==> src/rtl/fanout_valid_fork.sv <==
// Eager ready/valid fork: one upstream stream broadcast to NUM_OUT sinks, each sink sees each token once.
// Optional delivered-token counter enabled by defining FANOUT_FORK_STATS_EN.
`timescale 1ns/1ps

module fanout_valid_fork #(
  parameter int unsigned NUM_OUT    = 6,
  parameter int unsigned DATA_WIDTH = 17,
  parameter int unsigned CNT_WIDTH  = 32
) (
  input  logic                  clk,
  input  logic                  rst_n,
  input  logic                  flush,
  input  logic [DATA_WIDTH-1:0] in_data,
  input  logic                  in_valid,
  output logic                  in_ready,
  input  logic [NUM_OUT-1:0]    out_en,
  input  logic [NUM_OUT-1:0]    out_sel,
  output logic [DATA_WIDTH-1:0] out_data,
  output logic [NUM_OUT-1:0]    out_valid,
  input  logic [NUM_OUT-1:0]    out_ready
`ifdef FANOUT_FORK_STATS_EN
  ,
  output logic [CNT_WIDTH-1:0]  tok_count
`endif
);

  typedef enum logic [0:0] {StEmpty, StHold} state_e;

  state_e                state_q;
  logic [DATA_WIDTH-1:0] data_q;
  logic [NUM_OUT-1:0]    pending_q;

  logic                  full;
  logic [NUM_OUT-1:0]    active;
  logic [NUM_OUT-1:0]    ack;
  logic                  done;
  logic                  load;

  always_comb begin
    full      = (state_q == StHold);
    active    = out_en & out_sel;
    out_valid = {NUM_OUT{full}} & pending_q;
    out_data  = data_q;
    ack       = out_valid & out_ready;
    done      = full & ((pending_q & ~ack) == '0);
    // Ready passes straight through from the sinks so a fully accepted token frees the slot
    // in the same cycle.
    in_ready  = ~flush & (~full | done);
    load      = in_valid & in_ready;
  end

  always_ff @(posedge clk or negedge rst_n) begin
    if (!rst_n) begin
      state_q   <= StEmpty;
      data_q    <= '0;
      pending_q <= '0;
    end else if (flush) begin
      state_q   <= StEmpty;
      pending_q <= '0;
    end else if (load) begin
      data_q <= in_data;
      // Routes are sampled only here; later config changes leave the held token alone.
      if (active != '0) begin
        pending_q <= active;
        state_q   <= StHold;
      end else begin
        pending_q <= '0;
        state_q   <= StEmpty;
      end
    end else begin
      unique case (state_q)
        StHold: begin
          pending_q <= pending_q & ~ack;
          if (done) begin
            state_q <= StEmpty;
          end
        end
        default: begin
          state_q <= StEmpty;
        end
      endcase
    end
  end

`ifdef FANOUT_FORK_STATS_EN
  logic [CNT_WIDTH-1:0] cnt_q;

  // A flush in the same cycle wins, so that token is not counted as delivered.
  always_ff @(posedge clk or negedge rst_n) begin
    if (!rst_n) begin
      cnt_q <= '0;
    end else if (done && !flush) begin
      cnt_q <= cnt_q + CNT_WIDTH'(1);
    end
  end

  assign tok_count = cnt_q;
`endif

endmodule

==> config.mk <==
export PLATFORM = sky130hd
export DESIGN_NAME = fanout_valid_fork
export DESIGN_NICKNAME = d
export VERILOG_FILES = /design/src/rtl/fanout_valid_fork.sv
export SDC_FILE = /design/constraint.sdc
export NUM_CORES = 1
export LEC_CHECK = 0
export CAP_MARGIN = 0
export CORE_MARGIN = 1
export CORE_UTILIZATION = 34
export CTS_CLUSTER_DIAMETER = 40
export CTS_CLUSTER_SIZE = 10
export DETAILED_ROUTE_END_ITERATION = 8
export PLACE_DENSITY = 0.76
export SYNTH_ARGS = -nofsm -noshare
export SYNTH_HDL_FRONTEND = slang
export SYNTH_SLANG_ARGS = --single-unit
==> constraint.sdc <==
create_clock -name clk -period 1.45 [get_ports clk]
set_input_delay 0.145 -clock clk [delete_from_list [all_inputs] [get_ports clk]]
set_output_delay 0.145 -clock clk [all_outputs]
set_load 0.01 [all_outputs]
==> results.toml <==
[worst_setup_path]
path_class = "flop to flop"
cp-end-kind = "flop"
arrival_ns = 1.87
cp_max_fo = 9
startpoint_type = "flop"
required_ns = 1.67

[synth]
avgSynthCellArea_sq_um = 12.2
synth.area.mux_share = 0.213
syn_area_sq_um = 1150
ys_types = 20
synth_ff_type = "dfrtp_1"
synthXorXnorAreaFrac = 0
synth-adder-area-share = 0
synth_top_area_cell = "dfrtp_1"
ys_warn_count = 0
yosysMostFrequentCell = "dfrtp_1"
ys_seq_elements = 24
yosysSeqAreaShare = 0.523
yosys.area_share.simple = 0.121
synthTopCellsByArea = "dfrtp_1, mux2_4, nand2_1"
netlist_instances = 94
synth_edf_count = 0
yosysTopAreaCellShare = 0.523
synthArstFlopShare = 1.00
synth_top_family_by_area = "multiplexers"
synth_compound_area_frac = 0.104
ys_top_cells_by_count = "dfrtp_1, nand2_1, mux2_4"
synth_fp_nets = 133

[clock_tree]
path_clk_slew_ns = 0.14
clockBufferDepth = 2
cts_max_level = 1
cts_tree = "done"
cts_root_buf = "clkbuf_4"
clk_latency_ns = 0.31
cts.sinks = 24
cts_buffers = 3
holdBufCountCts = 0

[timing]
rsz0062_at_grt = "true"
tightest_slew_ns = 0.302
min_period_ns = 1.65
finalCritPeriodShare = 1.14
slew_headroom = 0.798
setup_viol = 24
final.setup_skew_ns = 0.0107
slew_viol_final = 0
setup_slack_ns = -0.201
fmax_mhz = 606
hold_violations = 0

[pwr]
max-vdd-ir-drop_mv = 0.451
p_leak_nw = 0.905
power.density_nw_per_um2 = 1010

[global_route]
grt_use_total = 0.204
grt_overflow = 0
grt_pass1_vias = 1139
grt_max_degree = 25
grt_antenna_before_repair = 0
grt_pass1_wl_mm = 5.27

[final_layout]
fin_cells = 216
seqCellArea_sq_um = 601
fill_cells = 249
multi_input_area_sq_um = 609
syn_to_final_growth_pct = 78.8
drive_above_1_share = 0.314
diodes = 0
nets = 212

[floorplan]
core-area_sq_um = 3130
dieArea_sq_um = 3610
initial_core_util = 0.367
die_x_microns = 60.1
num_rows = 20
num_io_pins = 63
fp.dieH_microns = 60.1

[route]
wl_per_cell_microns = 16.2
drt-total-wl_mm = 3.49
drc = 0
drtPass1Iterations = 4
vias = 1068
post_drt_via_cell_ratio = 4.94
drt_iter0_drc = 34
drtAntennaViolNets = 0

[placed_design]
post-dp-hpwl_mm = 2.22
io_buffers = 62
gp_congestion = 0.880
dp_cells = 207
dp_slack_ns = -0.480

[outcome]
status = "complete, but fails checks"
violations = "setup timing"

[job]
max-cap-violations = 0

[worst_hold_path]
hp-class = "input port to async pin"
state kept, by name (all words and copies together) (netlist names):
register   count
full           1
out_data      17
pending_q      6
routing by layer:
layer  wire [microns]  up-vias  GRT usage
met4               63        0     0.0831
met2             1780       59      0.370
met3              234        6     0.0498
li1                 -      490          -
met5                0        -          0
met1             1410      513      0.227
layout by cell type, fill, tap and decap left out:
master and instances:
o21a_1 1, o41a_4 3, dfrtp_1 24, nand2b_1 3
o22ai_4 1, bufinv_16 1, inv_1 3, o21ba_2 1
buf_4 10, buf_2 1, or3_1 1, o31ai_1 1
clkdlybuf4s50_1 53, dlymetal6s2s_1 2, and2_4 1, and2_1 4
mux2_4 14, clkdlybuf4s15_1 2, a21oi_1 1, mux2_2 3
nor2_1 4, clkbuf_2 3, a41oi_1 1, nand2_1 18
o22ai_2 6, inv_2 2, buf_6 4, clkbuf_4 3
o2111ai_4 1
metrics by stage:
stage	setup TNS, ns	hold slack, ns	util	power, W	area (sq um)
2_1_floorplan	-1.59	-0.151	-	0.00116	1160
3_3_place_gp	-10.29	0.499	0.600	0.00153	1880
3_5_place_dp	-10.77	0.492	0.600	0.00154	1880
4_1_cts	-3.30	0.187	0.653	0.00208	2040
5_1_grt	-5.09	0.181	0.656	0.00218	2050
6_report	-3.67	0.174	0.656	0.00208	2050
worst max-delay path, cell delays in order (launching register included):
cell       delay (ns)
dfrtp_1          0.42
nand2b_1         0.12
o2111ai_4        0.19
o41a_4           0.49
mux2_4           0.33
where the power goes:
group	leakage (nW)	internal [W]	switching, W
clock	0.0279	0.000279	0.000198
combinational	0.583	0.000482	0.000271
sequential	0.293	0.000780	0.0000680
what timing repair did:
action / 4_1_cts / 5_1_grt
pin swaps: 5 / 3
resized for setup: 24 / 15
endpoints found under the setup margin: 30 / 32
buffers inserted: 2 / 1
cloned: 2 / 0
cells by family after synthesis:
logic type             after synthesis
buffers and inverters                8
AO/OA/AOI/OAI                       14
multiplexers                        17
flip-flops                          24
AND/OR/NAND/NOR                     31
final cells by class:
type / instances / area share
sequential: 24 / 0.293
clock buffer: 3 / 0.0110
tap: 44 / 0.0268
clock inverter: 1 / 0.0146
multi-input combinational: 64 / 0.297
timing repair buffer: 75 / 0.349
inverter: 5 / 0.00915
worst paths after layout:
check / start / to / slack [ns] / cells past startpoint
worst max-delay path: pending_q[3] / out_data[13] / -0.20 / 4
worst min-delay path: rst_n / out_data[12] / 0.17 / 2
worst max register to register: pending_q[3] / out_data[13] / -0.20 / 4
worst min register to register: out_data[0] / out_data[0] / 0.53 / 1
max in group asynchronous: rst_n / pending_q[4] / 1.03 / 2
min in group clk: in_data[1] / out_data[1] / 0.43 / 2
(Power assumes the default switching activity.)
==> edit (config.mk and constraints unchanged) <==
Change the parameter `DATA_WIDTH` from 17 to 13.
--- a/src/rtl/fanout_valid_fork.sv
+++ b/src/rtl/fanout_valid_fork.sv
@@ -4,7 +4,7 @@
 
 module fanout_valid_fork #(
   parameter int unsigned NUM_OUT    = 6,
-  parameter int unsigned DATA_WIDTH = 17,
+  parameter int unsigned DATA_WIDTH = 13,
   parameter int unsigned CNT_WIDTH  = 32
 ) (
   input  logic                  clk,
Interface: changed (resized in_data and out_data); port bits go from 63 to 55. The function was not compared with the original's and may differ.
==> edit against the original RTL <==
The flow still finishes with violations (negative setup slack); sequential cell count fell by 4; worst hold slack worse by 11 ps; total power down 17%; area after synthesis is 16% lower; setup slack gained 30 ps; count of clock-buffer cells in the layout unchanged; final area decreased by 17%; wire length down 27%; sequential power decreased by 18%; critical endpoint is now out_data[2]; largest cell class unchanged.
==> edit: results (changes against the original RTL) <==
[global_route]
grt_pass1_wl_um=4120  ; -22%
grt_max_degree=21  ; -16%
grt_usage_pct=17.4  ; -3.1 points
grtUsageMet3_pct=4.68  ; -0.29 points
grt_pass1_vias=945  ; -17%
gr-usage-met1_pct=19.0  ; -3.8 points
met2_usage_pct=31.5  ; -5.5 points

[timing]
finalSetupViolCount=18  ; -25%
finalWorstSetupSlack_ps=-171  ; +29.8 ps
tightestPinTransition_ps=276  ; -25.8 ps
fin_skew_ps=11.9  ; +1.13 ps

[finish]
largest_reg_flops=13  ; -4
fillers=219  ; -12%
nNetsFinal=192  ; -9.4%
antenna_cells=0  ; unchanged
drive_above_1_share_pct=28.2  ; -3.2 points

[drt]
wl_met1_um=1040  ; -26%
dr_wl_met3_um=143  ; -39%
dr_wl_met2_um=1320  ; -26%
drt_iter0_drc=10  ; -71%

[pwr]
peakVddDrop_uv=952  ; +110%
p_leak_nw=0.738  ; -18%

[worst_setup_path]
cp_max_fo=17  ; +8
cp_slowest_stage_delay_ps=410  ; -80 ps
r2r_cells=5  ; +1
reg2reg_from=pending_q[5]
r2r_end=out_data[2]
critPathSlowestCell=dfrtp_1

[yosys]
yosys-top-cells-count=20 x dfrtp_1, 18 x nand2_1, 9 x mux2_2
yosysSeqAreaShare_pct=51.8  ; -0.53 points
syn_nets=121  ; -9.0%
ys_types=21  ; +5.0%
ys_top_cells_by_area=dfrtp_1 52%, mux2_2 10%, nand2_1 7.0%

[outcome]
status=finished with violations
violations=negative setup slack

[place]
port_buffers=54  ; -13%
place.gp.congestion=0.852  ; -3.2%
hpwl_um=1960  ; -12%
place_area_um2=1620  ; -14%

[clock_tree]
clk_pin_slew_ps=120  ; -20 ps

edit: how the worst max path moves through the flow:
stage	from	depth (start not counted)	to	slack, ps
floorplan	pending_q[2]	6	out_data[2]	-150
finish	pending_q[5]	5	out_data[2]	-170
global placement	out_ready[2]	6	in_ready	-420
global route	pending_q[5]	5	out_data[2]	-240
detailed placement	out_ready[2]	6	out_data[2]	-450
CTS	pending_q[2]	5	in_ready	-200
edit: stage by stage:
step	TNS (ps)	cells	hold slack (ps)	worst slack, ps
global route	-3880	186	193	-240
finish	-2510	186	163	-171
CTS	-2660	185	166	-203
global placement	-6670	180	487	-418
floorplan	-580	86	-151	-145
detailed placement	-7540	180	493	-447
edit: area by class of cell:
class | instances | area [um2] | area share (%)
repair buffers | 69 | 657 | 38.4
flip-flops and latches | 20 | 500 | 29.2
clock inverters | 1 | 30.0 | 1.75
inverters | 5 | 21.3 | 1.24
well taps | 30 | 37.5 | 2.19
multi-input cells | 58 | 443 | 25.9
clock buffers | 3 | 22.5 | 1.32
edit: repair_timing:
item | 4_1_cts | 5_1_grt
gates resized for setup | 17 | 9
buffers inserted | 1 | 1
endpoints found under the hold margin | 0 | 0
endpoints found under the setup margin | 23 | 26
pin swaps | 0 | 2
edit: report_power, final:
group          leakage [nW]  internal [mW]  switching [mW]  total, mW
logic                 0.464          0.372           0.203      0.574
clock network        0.0279          0.279           0.175      0.455
registers             0.246          0.645          0.0484      0.693
edit: cells by family after synthesis:
kind of cell | share of synthesized area [%]
AO/OA/AOI/OAI | 11.3
flip-flops | 51.8
buffers and inverters | 5.57
multiplexers | 16.7
AND/OR/NAND/NOR | 14.6
